## src/rtl/mdu_pkg.sv

```systemverilog
// Shared definitions for the iterative multiply/divide unit: op encodings,
// FSM states, special-case constants and op-class decode helpers.
package mdu_pkg;

    typedef enum logic [4:0] {
        OP_MUL    = 5'b01011,
        OP_MULH   = 5'b01100,
        OP_MULHSU = 5'b01101,
        OP_MULHU  = 5'b01110,
        OP_DIV    = 5'b01111,
        OP_DIVU   = 5'b10000,
        OP_REM    = 5'b10001,
        OP_REMU   = 5'b10010
    } alu_op_e;

    typedef enum logic [1:0] {
        S_IDLE = 2'd0,
        S_CALC = 2'd1,
        S_DONE = 2'd2
    } state_e;

    // Constants sized for the widest XLEN; instances slice what they need.
    localparam int unsigned                 MDU_MAX_XLEN = 64;
    localparam logic [MDU_MAX_XLEN-1:0]     MDU_ALL_ONES = '1;
    localparam logic [MDU_MAX_XLEN-1:0]     MDU_MOST_NEG = {1'b1, {(MDU_MAX_XLEN-1){1'b0}}};

    function automatic logic is_m_op(input logic [4:0] op);
        case (op)
            OP_MUL, OP_MULH, OP_MULHSU, OP_MULHU,
            OP_DIV, OP_DIVU, OP_REM, OP_REMU: is_m_op = 1'b1;
            default:                          is_m_op = 1'b0;
        endcase
    endfunction

    function automatic logic is_div_op(input alu_op_e op);
        case (op)
            OP_DIV, OP_DIVU, OP_REM, OP_REMU: is_div_op = 1'b1;
            default:                          is_div_op = 1'b0;
        endcase
    endfunction

    function automatic logic is_rem_op(input alu_op_e op);
        case (op)
            OP_REM, OP_REMU: is_rem_op = 1'b1;
            default:         is_rem_op = 1'b0;
        endcase
    endfunction

    function automatic logic signed_a(input alu_op_e op);
        case (op)
            OP_MUL, OP_MULH, OP_MULHSU, OP_DIV, OP_REM: signed_a = 1'b1;
            default:                                    signed_a = 1'b0;
        endcase
    endfunction

    function automatic logic signed_b(input alu_op_e op);
        case (op)
            OP_MUL, OP_MULH, OP_DIV, OP_REM: signed_b = 1'b1;
            default:                         signed_b = 1'b0;
        endcase
    endfunction

endpackage

```

## src/rtl/mdu_step.sv

```systemverilog
// One iteration of the magnitude datapath: BITS_PER_CYCLE rounds of
// shift/add (multiply) or shift/subtract restoring division.
module mdu_step #(
    parameter int unsigned XLEN           = 32,
    parameter int unsigned BITS_PER_CYCLE = 1
) (
    input  logic            is_div_i,
    input  logic [XLEN-1:0] acc_i,
    input  logic [XLEN-1:0] low_i,
    input  logic [XLEN-1:0] opnd_i,
    output logic [XLEN-1:0] acc_o,
    output logic [XLEN-1:0] low_o
);

    // Multiply: {acc,low} is the product shifting right as multiplier bits retire.
    // Divide:   acc is the partial remainder, low shifts dividend out / quotient in.
    always_comb begin
        logic [XLEN-1:0] acc;
        logic [XLEN-1:0] low;
        logic [XLEN:0]   sum;
        acc = acc_i;
        low = low_i;
        sum = '0;
        for (int unsigned i = 0; i < BITS_PER_CYCLE; i++) begin
            if (is_div_i) begin
                sum = {acc, low[XLEN-1]} - {1'b0, opnd_i};
                if (!sum[XLEN]) begin
                    acc = sum[XLEN-1:0];
                    low = {low[XLEN-2:0], 1'b1};
                end else begin
                    acc = {acc[XLEN-2:0], low[XLEN-1]};
                    low = {low[XLEN-2:0], 1'b0};
                end
            end else begin
                sum = {1'b0, acc} + (low[0] ? {1'b0, opnd_i} : (XLEN+1)'(0));
                acc = sum[XLEN:1];
                low = {sum[0], low[XLEN-1:1]};
            end
        end
        acc_o = acc;
        low_o = low;
    end

endmodule

```

## src/rtl/mdu_iterative.sv

```systemverilog
// Iterative RV M-extension multiply/divide unit (IDLE -> CALC -> DONE).
// Define MDU_FUSE_EN to reuse the last MULH*/DIV* result for a matching MUL/REM.
module mdu_iterative
    import mdu_pkg::*;
#(
    parameter int unsigned XLEN           = 32,
    parameter int unsigned BITS_PER_CYCLE = 1
) (
    input  logic            clk,
    input  logic            rst,
    input  logic            start_i,
    input  logic [4:0]      alu_op_i,
    input  logic [XLEN-1:0] src_a_i,
    input  logic [XLEN-1:0] src_b_i,
    input  logic            flush_i,
    output logic            busy_o,
    output logic            valid_o,
    output logic [XLEN-1:0] result_o
);

    localparam int unsigned      ITERS    = XLEN / BITS_PER_CYCLE;
    localparam int unsigned      CNT_W    = (ITERS > 1) ? $clog2(ITERS) : 1;
    localparam logic [CNT_W-1:0] CNT_LAST = CNT_W'(ITERS - 1);
    localparam logic [XLEN-1:0]  ALL_ONES = MDU_ALL_ONES[XLEN-1:0];
    localparam logic [XLEN-1:0]  MOST_NEG = MDU_MOST_NEG[MDU_MAX_XLEN-1 -: XLEN];

    state_e            state_q, state_d;
    alu_op_e           op_q, op_d;
    logic              neg_res_q, neg_res_d;
    logic              neg_rem_q, neg_rem_d;
    logic [XLEN-1:0]   acc_q, acc_d;
    logic [XLEN-1:0]   low_q, low_d;
    logic [XLEN-1:0]   opnd_q, opnd_d;
    logic [CNT_W-1:0]  cnt_q, cnt_d;
    logic              busy_q, busy_d;
    logic              valid_q, valid_d;
    logic [XLEN-1:0]   result_q, result_d;

    logic [XLEN-1:0]   step_acc, step_low;

    alu_op_e           in_op;
    logic              accept, in_div, in_rem, a_neg, b_neg, spec_hit;
    logic [XLEN-1:0]   a_mag, b_mag, spec_q, spec_r;

    logic [2*XLEN-1:0] prod_mag, prod_fix;
    logic [XLEN-1:0]   quo_fix, rem_fix, done_res;

`ifdef MDU_FUSE_EN
    logic              fuse_vld_q, fuse_vld_d;
    alu_op_e           fuse_op_q, fuse_op_d;
    logic [XLEN-1:0]   fuse_a_q, fuse_a_d;
    logic [XLEN-1:0]   fuse_b_q, fuse_b_d;
    logic [XLEN-1:0]   fuse_hi_q, fuse_hi_d;
    logic [XLEN-1:0]   fuse_lo_q, fuse_lo_d;
    logic              fuse_hit;
`endif

    mdu_step #(
        .XLEN           (XLEN),
        .BITS_PER_CYCLE (BITS_PER_CYCLE)
    ) u_step (
        .is_div_i (is_div_op(op_q)),
        .acc_i    (acc_q),
        .low_i    (low_q),
        .opnd_i   (opnd_q),
        .acc_o    (step_acc),
        .low_o    (step_low)
    );

    // Request decode: operand magnitudes and the two single-cycle special cases.
    always_comb begin
        in_op    = alu_op_e'(alu_op_i);
        accept   = start_i & ~busy_q & is_m_op(alu_op_i) & ~flush_i;
        in_div   = is_div_op(in_op);
        in_rem   = is_rem_op(in_op);
        a_neg    = signed_a(in_op) & src_a_i[XLEN-1];
        b_neg    = signed_b(in_op) & src_b_i[XLEN-1];
        a_mag    = a_neg ? -src_a_i : src_a_i;
        b_mag    = b_neg ? -src_b_i : src_b_i;
        spec_hit = 1'b0;
        spec_q   = ALL_ONES;
        spec_r   = src_a_i;
        if (in_div && (src_b_i == '0)) begin
            spec_hit = 1'b1;
        end else if (in_div && signed_a(in_op) && (src_a_i == MOST_NEG) && (src_b_i == ALL_ONES)) begin
            spec_hit = 1'b1;
            spec_q   = src_a_i;
            spec_r   = '0;
        end
    end

`ifdef MDU_FUSE_EN
    always_comb begin
        fuse_hit = fuse_vld_q && (src_a_i == fuse_a_q) && (src_b_i == fuse_b_q) &&
                   (((in_op == OP_MUL) && ((fuse_op_q == OP_MULH) || (fuse_op_q == OP_MULHSU) ||
                                           (fuse_op_q == OP_MULHU))) ||
                    ((in_op == OP_REM)  && (fuse_op_q == OP_DIV)) ||
                    ((in_op == OP_REMU) && (fuse_op_q == OP_DIVU)));
    end
`endif

    // Sign fix-up of the final iteration's magnitudes.
    always_comb begin
        prod_mag = {step_acc, step_low};
        prod_fix = neg_res_q ? -prod_mag : prod_mag;
        quo_fix  = neg_res_q ? -step_low : step_low;
        rem_fix  = neg_rem_q ? -step_acc : step_acc;
        case (op_q)
            OP_MUL:                        done_res = prod_fix[XLEN-1:0];
            OP_MULH, OP_MULHSU, OP_MULHU:  done_res = prod_fix[2*XLEN-1:XLEN];
            OP_REM, OP_REMU:               done_res = rem_fix;
            default:                       done_res = quo_fix;
        endcase
    end

    always_comb begin
        state_d   = state_q;
        op_d      = op_q;
        neg_res_d = neg_res_q;
        neg_rem_d = neg_rem_q;
        acc_d     = acc_q;
        low_d     = low_q;
        opnd_d    = opnd_q;
        cnt_d     = cnt_q;
        busy_d    = busy_q;
        valid_d   = 1'b0;
        result_d  = result_q;
`ifdef MDU_FUSE_EN
        fuse_vld_d = fuse_vld_q;
        fuse_op_d  = fuse_op_q;
        fuse_a_d   = fuse_a_q;
        fuse_b_d   = fuse_b_q;
        fuse_hi_d  = fuse_hi_q;
        fuse_lo_d  = fuse_lo_q;
`endif

        case (state_q)
            S_IDLE, S_DONE: begin
                state_d = S_IDLE;
                busy_d  = 1'b0;
                if (accept) begin
                    op_d      = in_op;
                    neg_res_d = a_neg ^ b_neg;
                    neg_rem_d = a_neg;
                    if (spec_hit) begin
                        state_d  = S_DONE;
                        valid_d  = 1'b1;
                        result_d = in_rem ? spec_r : spec_q;
`ifdef MDU_FUSE_EN
                        fuse_vld_d = 1'b1;
                        fuse_op_d  = in_op;
                        fuse_a_d   = src_a_i;
                        fuse_b_d   = src_b_i;
                        fuse_hi_d  = spec_r;
                        fuse_lo_d  = spec_q;
`endif
                    end
`ifdef MDU_FUSE_EN
                    else if (fuse_hit) begin
                        state_d  = S_DONE;
                        valid_d  = 1'b1;
                        result_d = (in_op == OP_MUL) ? fuse_lo_q : fuse_hi_q;
                    end
`endif
                    else begin
                        state_d = S_CALC;
                        busy_d  = 1'b1;
                        cnt_d   = '0;
                        acc_d   = '0;
                        low_d   = in_div ? a_mag : b_mag;
                        opnd_d  = in_div ? b_mag : a_mag;
`ifdef MDU_FUSE_EN
                        fuse_vld_d = 1'b0;
                        fuse_op_d  = in_op;
                        fuse_a_d   = src_a_i;
                        fuse_b_d   = src_b_i;
`endif
                    end
                end
            end
            S_CALC: begin
                acc_d = step_acc;
                low_d = step_low;
                cnt_d = cnt_q + CNT_W'(1);
                if (cnt_q == CNT_LAST) begin
                    state_d  = S_DONE;
                    busy_d   = 1'b0;
                    valid_d  = 1'b1;
                    result_d = done_res;
`ifdef MDU_FUSE_EN
                    fuse_vld_d = 1'b1;
                    fuse_hi_d  = is_div_op(op_q) ? rem_fix : prod_fix[2*XLEN-1:XLEN];
                    fuse_lo_d  = is_div_op(op_q) ? quo_fix : prod_fix[XLEN-1:0];
`endif
                end
            end
            default: begin
                state_d = S_IDLE;
                busy_d  = 1'b0;
            end
        endcase

        // Abort wins over everything, including a same-cycle start or completion.
        if (flush_i) begin
            state_d  = S_IDLE;
            busy_d   = 1'b0;
            valid_d  = 1'b0;
            cnt_d    = '0;
            result_d = result_q;
`ifdef MDU_FUSE_EN
            fuse_vld_d = 1'b0;
`endif
        end
    end

    always_ff @(posedge clk or negedge rst) begin
        if (!rst) begin
            state_q   <= S_IDLE;
            op_q      <= OP_MUL;
            neg_res_q <= 1'b0;
            neg_rem_q <= 1'b0;
            acc_q     <= '0;
            low_q     <= '0;
            opnd_q    <= '0;
            cnt_q     <= '0;
            busy_q    <= 1'b0;
            valid_q   <= 1'b0;
            result_q  <= '0;
`ifdef MDU_FUSE_EN
            fuse_vld_q <= 1'b0;
            fuse_op_q  <= OP_MUL;
            fuse_a_q   <= '0;
            fuse_b_q   <= '0;
            fuse_hi_q  <= '0;
            fuse_lo_q  <= '0;
`endif
        end else begin
            state_q   <= state_d;
            op_q      <= op_d;
            neg_res_q <= neg_res_d;
            neg_rem_q <= neg_rem_d;
            acc_q     <= acc_d;
            low_q     <= low_d;
            opnd_q    <= opnd_d;
            cnt_q     <= cnt_d;
            busy_q    <= busy_d;
            valid_q   <= valid_d;
            result_q  <= result_d;
`ifdef MDU_FUSE_EN
            fuse_vld_q <= fuse_vld_d;
            fuse_op_q  <= fuse_op_d;
            fuse_a_q   <= fuse_a_d;
            fuse_b_q   <= fuse_b_d;
            fuse_hi_q  <= fuse_hi_d;
            fuse_lo_q  <= fuse_lo_d;
`endif
        end
    end

    assign busy_o   = busy_q;
    assign valid_o  = valid_q;
    assign result_o = result_q;

endmodule
```

## config.mk

```make
export PLATFORM = sky130hd
export DESIGN_NAME = mdu_iterative
export DESIGN_NICKNAME = d
export VERILOG_FILES = /design/src/rtl/mdu_pkg.sv /design/src/rtl/mdu_step.sv /design/src/rtl/mdu_iterative.sv
export SDC_FILE = /design/constraint.sdc
export NUM_CORES = 1
export LEC_CHECK = 0
export BUFFER_PORTS_ARGS = -buffer_cell sky130_fd_sc_hd__buf_2
export CORE_MARGIN = 2
export CORE_UTILIZATION = 44
export CTS_CLUSTER_SIZE = 25
export DETAILED_ROUTE_END_ITERATION = 16
export GPL_ROUTABILITY_DRIVEN = 0
export PLACE_DENSITY = 0.66
export SLEW_MARGIN = 20
export SYNTH_ARGS = -nofsm -noshare
export SYNTH_HDL_FRONTEND = slang
export SYNTH_SLANG_ARGS = --single-unit
```

## constraint.sdc

```tcl
create_clock -name clk -period 9.03 [get_ports clk]
set_input_delay 1.806 -clock clk [delete_from_list [all_inputs] [get_ports clk]]
set_output_delay 1.806 -clock clk [all_outputs]
set_load 0.02 [all_outputs]
```

Yosys cells after proc, flatten, opt, wreduce, memory -nomap -nowiden:

Memories as Yosys holds them, arrays and structs flattened.
Cells that the tools add are included.
W data, S select, Z words.

* register bits after elaboration: 144
* word-level logic and storage cells: 132
* bits in read-only memories: 32
* output and inout bits: 34
* bits of input ports: 73
* memories kept: 1

Memories
* (name not given): words 32, bits a word 1, rd ports 1, clocked after Yosys merged registers in 0, write ports 0, RTL line mdu_pkg.sv:28 `case (op)`

* reduce and logical (&&, ||, !) cells: 21
* add/sub/neg operators: 8
* eq/ne operators: 27
* bitwise operators: 9
* muxes and demuxes: 55

Operators by type and width (number)
* $mux W32: 22
* $pmux W32 S2: 3
* $neg A32 Y32: 4
* $pmux W32 S3: 1
* $eq A32 B32 Y1 const B: 2
* $mux W64: 1
* $neg A64 Y64: 1
* $eq A5 B4 Y1 const B: 9
* $eq A5 B5 Y1 const B: 7
* $add A32 B33 Y33: 1
* $sub A33 B32 Y33: 1
* $logic_not A32 Y1: 1
* $mux W1: 17
* $mux W5: 3
* $reduce_or A4 Y1: 3
* $pmux W5 S2: 1
* $ne A3 B3 Y1 const B: 3
* $reduce_and A3 Y1: 3
* $mux W2: 4
* $ne A2 B2 Y1 const B: 4
* $reduce_or A2 Y1: 3
* $add A5 B1 Y5 const B: 1
* $and A1 B1 Y1: 5
* $reduce_and A5 Y1: 1
* 13 further kinds: 19

Logic depth before layout (Yosys ltp):

Gate-level depths: netlist of run 1.

* word-level depth: 14
* depth in mapped cells: 25
* mapped depth without buffers: 23

Hierarchy:

Synthesis of run 1 repeated with hierarchy kept, for this count alone.

* cell total of the unflattened synthesis: 2074
* area, all modules: 15703.8 µm²

Modules (own cells, without submodules)
* mdu_iterative: instances 1, cells an instance 1411, area an instance 11113.2 µm²
* mdu_step: instances 1, cells an instance 663, area an instance 4590.7 µm²

Least setup slack after synthesis of run 1:

Ideal clock, no wire load.

* path type: reg-to-reg
* start: register op_q[1]
* end: register result_q[0] (netlist: result_o[0])
* buffers on the path: 5
* slack: 3.873 ns
* stages on the path, launching flop included: 19
* arrival: 5.023 ns
* period minus slack after synthesis: 5.157 ns
* library setup time: 0.134 ns
* cells stage by stage: dfstp_2 -> nand2_1 -> mux2i_1 -> clkbuf_1 -> clkbuf_1 -> buf_1 -> clkbuf_1 -> buf_1 -> mux2i_1 -> ha_1 -> inv_1 -> nor4_1 -> nand3_1 -> or3_1 -> o21ai_0 -> inv_1 -> mux2_2 -> nor3_1 -> o31ai_1

* longest elaborated chain between the ends: 9
* elaborated cells between the ends (all ways): 23
* classes of those cells: add/sub: 3; eq/ne: 8; mux: 9; reduce/logical: 3

RTL lines
* from (decl): RTL line mdu_iterative.sv:28 `alu_op_e op_q, op_d;`
* from (signal assigned): RTL line mdu_iterative.sv:239 `op_q <= op_d;`
* $eq A5 B5 Y1 (tied with other cells): RTL line mdu_pkg.sv:36, mdu_iterative.sv:108
* $reduce_or A4 Y1: RTL line mdu_pkg.sv:36 `case (op)`
* $mux W1: RTL line mdu_pkg.sv:36
* $mux W32: RTL line mdu_step.sv:25 `if (is_div_i) begin`
* $neg A64 Y64 (tied with other cells): RTL line mdu_iterative.sv:105 `prod_fix = neg_res_q ? -prod_mag : prod_mag;`
* $mux W64 (tied with other cells): RTL line mdu_iterative.sv:105
* $pmux W32 S3 (*): RTL line mdu_iterative.sv:108 `case (op_q)`
* $mux W32 (*): RTL line mdu_iterative.sv:185 `if (cnt_q == CNT_LAST) begin`
* $pmux W32 S2 (*): RTL line mdu_iterative.sv:137 `case (state_q)`
* to (signal assigned): RTL line mdu_iterative.sv:248 `result_q <= result_d;`
* to (decl): RTL line mdu_iterative.sv:37 `logic [XLEN-1:0] result_q, result_d;`

Every way passes the cells marked *; elsewhere a longest branch is shown, timed or not. The select of a mux whose other input is x is not followed.
A chain may end at the register's enable or synchronous reset.

Worst setup path after layout of run 1:

* start: register op_q[2]
* end: register result_q[15] (netlist: result_o[15])

Same word-level chain as after synthesis.

==> run summary, run 1 <==
endpoints failing setup - 0
EDFF count, synth - 0
root buffer cell - clkbuf_16
latest clock arrival within the worst-skew pair - 0.46 ns
Synth Register Bits - 144
Yosys top cell by area - dfrtp_1
CTS Buf Count - 17
site row count - 69
status - finished, final reports clean
most frequent cells in the layout - nand2_1 (236), o21ai_0 (191), a21oi_1 (188)
final wirelength - 61.3 mm
dpl ws - 2.58 ns
Critical Path Fanout Max - 42
Power, Total - 6.24 mW
critical path start-end classification - reg2reg
vias in the first global route - 15700
Reg clk slew, reported paths - 0.08 ns
Slew @ Worst Pin - 1.18 ns
Hold-fix buffers, CTS - 0
period utilization - 67.3%
Setup TNS - 0 ns
P_leak - 7.16 nW
FF-to-FF setup slack - 2.95 ns
most common cell after layout, fill and taps aside - nand2_1
DRC Markers - 0
Synth Net Count - 2283
Initial Util - 44.4%
FF-to-FF End - result_o[15]$_DFFE_PN0P_
Synth area leaders - dfrtp_1 (22%), o21ai_0 (6.1%), a21oi_1 (6.0%)
P per Cell Area - 363 mW/mm²
nets@finish - 2299
Yosys cell types - 87
CP Launch Type - flop
share of layout cells above drive strength 1 - 9.46%
core area - 0.0354 mm²
Peak VDD IR - 0.000180 V
register area share after synthesis - 22.9%
Die Area - 0.0373 mm²
Most used DFF post-synth - dfrtp_1
post-synthesis cell area - 0.0157 mm²
Setup WS post-layout - 2.95 ns
synthesized instance count - 2137
HP Class - reg2reg
FF-to-FF Start - op_q[2]$_DFFE_PN0P_
H-tree depth - 4
Final ANT Viol Nets - 0
switching part of the total power - 55.6%
vias per cell - 6.59
largest net degree at the start of global routing - 100
initial antenna violation count - 3
Setup crit end kind - flop
Clk pwr share - 12.3%
Tot GR Track Use - 32.8%
Post-CTS Resized - 0
CTS Sinks - 144
post-CTS setup buffers - 0
CTS tree - yes
Logic pwr share - 68.3%
clk_skew - 0.0167 ns
share of the synthesized area in the top cell type - 22.4%
max-cap violations - 0
chip height - 193 µm
routed vias - 17300
Final Hold Fails - 0
WP data required - 9.32 ns
Mean Syn Cell Area - 7.36 µm²
Arr. time, crit path - 6.37 ns
Pint - 2.77 mW
port bufs - 106
Sw Pwr - 3.47 mW
Tmin final - 6.08 ns
total iterations of the first detailed-routing run - 7
sequential share of power - 19.4%
hold path startpoint - result_o[5]$_DFFE_PN0P_
Die Span X - 193 µm
Slew headroom - 20.9%
Synth async-reset ratio - 100%
Synth warnings - 0
Slew Limit Fails - 0
deepest clock path buffer count - 2
R2R depth - 12
hpwl dp - 47.1 mm
io pins - 107
wire per inst - 23.3 µm
hold depth - 2
Area Growth Syn to Fin - 9.07%
overflow left after global routing - 0
Fmax - 165 MHz
first-pass GRT wire length - 93.6 mm
unrepaired setup endpoints after global routing - false
Hold EP - result_o[5]$_DFFE_PN0P_
1st-iter DRT viols - 2214
-- how the worst max path moves through the flow --
stage	startpoint	endpoint	slack, ns	cells past startpoint
floorplan	op_q[1]$_DFFE_PN1P_	result_o[0]$_DFFE_PN0P_	3.87	18
global placement	src_b_i[2]	low_q[5]$_DFFE_PN0P_	2.64	14
detailed placement	src_b_i[2]	low_q[5]$_DFFE_PN0P_	2.58	14
CTS	src_b_i[2]	low_q[5]$_DFFE_PN0P_	3.03	14
global route	src_b_i[2]	low_q[5]$_DFFE_PN0P_	2.50	14
finish	op_q[2]$_DFFE_PN0P_	result_o[15]$_DFFE_PN0P_	2.95	12
-- flip-flops by register name, indices dropped and copies added, names as in the netlist --
register,count
valid_o,1
neg_res_q,1
low_q,32
op_q,5
cnt_q,5
acc_q,32
busy_o,1
neg_rem_q,1
opnd_q,32
result_o,32
state_q,2
-- power by group through the flow --
stage / clock network, mW / logic, mW / registers, mW
after floorplan: 0 / 2.98 / 1.11
after global placement: 0 / 4.04 / 1.19
after detailed placement: 0 / 4.09 / 1.20
after CTS: 0.772 / 4.12 / 1.19
after global routing: 0.800 / 4.57 / 1.23
final: 0.769 / 4.26 / 1.21
-- per-stage QoR --
stage	utilization [%]	instances	hold slack (ns)	instance area (µm²)
after global routing	48.5	2627	0.516	17200
after floorplan	-	2137	0.464	15700
after global placement	46.7	2595	0.468	16500
after CTS	48.5	2627	0.494	17200
after detailed placement	46.7	2595	0.475	16500
final	48.5	2629	0.490	17200
-- logic make-up after synthesis --
logic type / count (synthesis) / synth area share, %
xor+xnor: 164 / 9.13
compound gates: 734 / 30.0
buf+inv: 189 / 4.76
mux: 56 / 3.65
simple gates: 777 / 23.7
fa+ha+maj: 73 / 5.90
flops: 144 / 22.9
-- routing by layer --
layer | global-route usage [%] | wire length [µm] | vias up
li1 | - | - | 7923
met4 | 15.2 | 3130 | 2
met5 | 0 | 13 | -
met1 | 44.8 | 25500 | 8156
met2 | 50.6 | 26600 | 1055
met3 | 5.65 | 6030 | 195
-- critical path, stage by stage, from the launching register on --
cell       delay [ns]
dfrtp_1          0.39
nor3b_1          0.80
mux2_4           0.58
buf_4            0.54
nand2_1          0.14
a211oi_1         0.43
nand2_1          0.20
nor4_1           0.39
nand3_1          0.41
or2_2            0.49
o311a_1          0.38
a2111oi_1        1.03
o21ai_1          0.11
-- synthesized netlist by cell type, types with 37 or more instances --
cell type  count
xnor2_1       80
nand2_1      236
nor3_1        62
dfrtp_1      141
mux2i_1       45
a21oi_1      188
nor2_1       179
ha_1          71
a211oi_1      79
inv_1         60
xor2_1        84
or3_1         37
and2_1        44
o21ai_0      191
clkbuf_1      98
nand3_1       75
-- area by class of cell --
cell class,count,area [µm²]
Sequential cell,144,3610
Multi-Input combinational cell,1804,11400
Clock buffer,18,439
Clock inverter,14,179
Fill cell,3555,18200
Antenna cell,2,5.00
Timing Repair Buffer,126,687
Tap cell,461,577
Inverter,60,225
(Power assumes the default switching activity.)
==> run 2: changes to the inputs <==
--- a/config.mk
+++ b/config.mk
@@ -11,7 +11,7 @@
 export CTS_CLUSTER_SIZE = 25
 export DETAILED_ROUTE_END_ITERATION = 16
 export GPL_ROUTABILITY_DRIVEN = 0
-export PLACE_DENSITY = 0.66
+export PLACE_DENSITY = 0.68
 export SLEW_MARGIN = 20
 export SYNTH_ARGS = -nofsm -noshare
 export SYNTH_HDL_FRONTEND = slang
==> constraint.sdc (replaced) <==
create_clock -name clk -period 5.57 [get_ports clk]
set_input_delay 1.114 -clock clk [delete_from_list [all_inputs] [get_ports clk]]
set_output_delay 1.114 -clock clk [all_outputs]
set_load 0.02 [all_outputs]
==> run summary, run 2 (synthesis gave the netlist of run 1 again) <==
total iterations of the first detailed-routing run - 7
latest clock arrival within the worst-skew pair - 0.47 ns
Post-CTS Resized - 0
Arr. time, crit path - 5.66 ns
FF-to-FF Start - low_q[0]$_DFFE_PN0P_
routed vias - 17700
period utilization - 95.3%
FF-to-FF setup slack - 0.26 ns
Setup TNS - 0 ns
Slew @ Worst Pin - 0.966 ns
largest net degree at the start of global routing - 101
Tot GR Track Use - 33.3%
clk_skew - 0.0155 ns
HP Class - reg2reg
chip height - 193 µm
Final Hold Fails - 0
vias in the first global route - 16300
Slew Limit Fails - 0
CTS tree - yes
io pins - 107
hold depth - 2
root buffer cell - clkbuf_16
Initial Util - 44.4%
FF-to-FF End - result_o[31]$_DFFE_PN0P_
max-cap violations - 0
Slew headroom - 35.6%
hpwl dp - 48.7 mm
wire per inst - 23.4 µm
status - finished, final reports clean
share of layout cells above drive strength 1 - 11.7%
Fmax - 188 MHz
core area - 0.0354 mm²
DRC Markers - 0
port bufs - 106
nets@finish - 2346
critical path start-end classification - reg2reg
Die Span X - 193 µm
site row count - 69
most frequent cells in the layout - nand2_1 (236), o21ai_0 (191), a21oi_1 (187)
WP data required - 5.92 ns
Reg clk slew, reported paths - 0.07 ns
fill cell count - 3520
CTS Sinks - 144
overflow left after global routing - 0
Critical Path Fanout Max - 18
vias per cell - 6.61
post-CTS setup buffers - 0
H-tree depth - 4
Hold EP - result_o[2]$_DFFE_PN0P_
CTS Buf Count - 17
unrepaired setup endpoints after global routing - false
WHS - 0.488 ns
1st-iter DRT viols - 2223
final wirelength - 62.6 mm
Final ANT Viol Nets - 0
hold path startpoint - result_o[2]$_DFFE_PN0P_
deepest clock path buffer count - 2
Peak VDD IR - 0.000289 V
Area Growth Syn to Fin - 11.6%
n_diodes - 0
R2R depth - 16
most common cell after layout, fill and taps aside - nand2_1
Die Area - 0.0373 mm²
first-pass GRT wire length - 94.7 mm
Hold-fix buffers, CTS - 0
CP Launch Type - flop
P per Cell Area - 599 mW/mm²
initial antenna violation count - 2
Setup crit end kind - flop
Tmin final - 5.31 ns
P_leak - 7.41 nW
endpoints failing setup - 0
run 2: cell count changes in the layout (fill, tap and decap cells not counted), sizes merged:
cell / change
bufinv: -1
clkinvlp: -2
inv: +5
clkbuf: -1
diode: -2
clkinv: -1
buf: +47
run 2: worst max-delay path by stage:
| stage | slack [ns] | from | to |
|---|---|---|---|
| after floorplan | 0.41 | op_q[1]$_DFFE_PN1P_ | result_o[0]$_DFFE_PN0P_ |
| after global placement | 0.35 | low_q[31]$_DFFE_PN0P_ | result_o[12]$_DFFE_PN0P_ |
| after detailed placement | 0.30 | low_q[31]$_DFFE_PN0P_ | result_o[12]$_DFFE_PN0P_ |
| after CTS | 0.27 | low_q[31]$_DFFE_PN0P_ | result_o[12]$_DFFE_PN0P_ |
| after global routing | 0.004 | acc_q[20]$_DFFE_PN0P_ | result_o[26]$_DFFE_PN0P_ |
| final | 0.26 | low_q[0]$_DFFE_PN0P_ | result_o[31]$_DFFE_PN0P_ |
run 2: final cells by class:
type / count / area, µm² / share of cell area (%)
Clock inverter: 15 / 185 / 1.05
Clock buffer: 17 / 425 / 2.42
Multi-Input combinational cell: 1804 / 11500 / 65.3
Timing Repair Buffer: 173 / 1070 / 6.10
Inverter: 60 / 225 / 1.28
Tap cell: 461 / 577 / 3.28
Sequential cell: 144 / 3610 / 20.5
run 2: critical path, stage by stage (launching register included):
cell and delay, ns:
dfrtp_1 0.76, and2_1 0.22, ha_1 0.20, fa_1 0.26
a211oi_1 0.10, o21a_1 0.27, a211o_1 0.36, a31oi_1 0.59
xnor2_1 0.20, nor2_1 0.07, a311oi_2 0.40, and3_1 0.29
nand4_1 0.28, nor3_1 0.47, a31oi_1 0.14, or3b_1 0.37
a32o_1 0.22
run 2: stage by stage:
step | cell area [µm²] | util, % | cells | setup WS [ns] | power [mW]
floorplan | 15700 | - | 2137 | 0.413 | 6.64
global placement | 16900 | 47.7 | 2641 | 0.354 | 8.82
detailed placement | 16900 | 47.7 | 2641 | 0.299 | 8.92
CTS | 17500 | 49.5 | 2673 | 0.268 | 10.2
global route | 17600 | 49.6 | 2674 | 0.00409 | 11.1
finish | 17600 | 49.6 | 2674 | 0.264 | 10.5
run 2: report_power, final:
part	total, mW	internal, mW	switching, mW
combinational	7.33	2.58	4.75
sequential	1.92	1.41	0.513
clock	1.26	0.685	0.575
total	10.5	4.67	5.84
run 2: layer usage:
| metal | up-vias | track usage, % | routed length (µm) |
|---|---|---|---|
| met2 | 1073 | 52.0 | 27600 |
| met5 | - | 0 | 11 |
| li1 | 8023 | - | - |
| met4 | 2 | 16.1 | 3210 |
| met1 | 8373 | 42.1 | 24500 |
| met3 | 206 | 10.1 | 7380 |
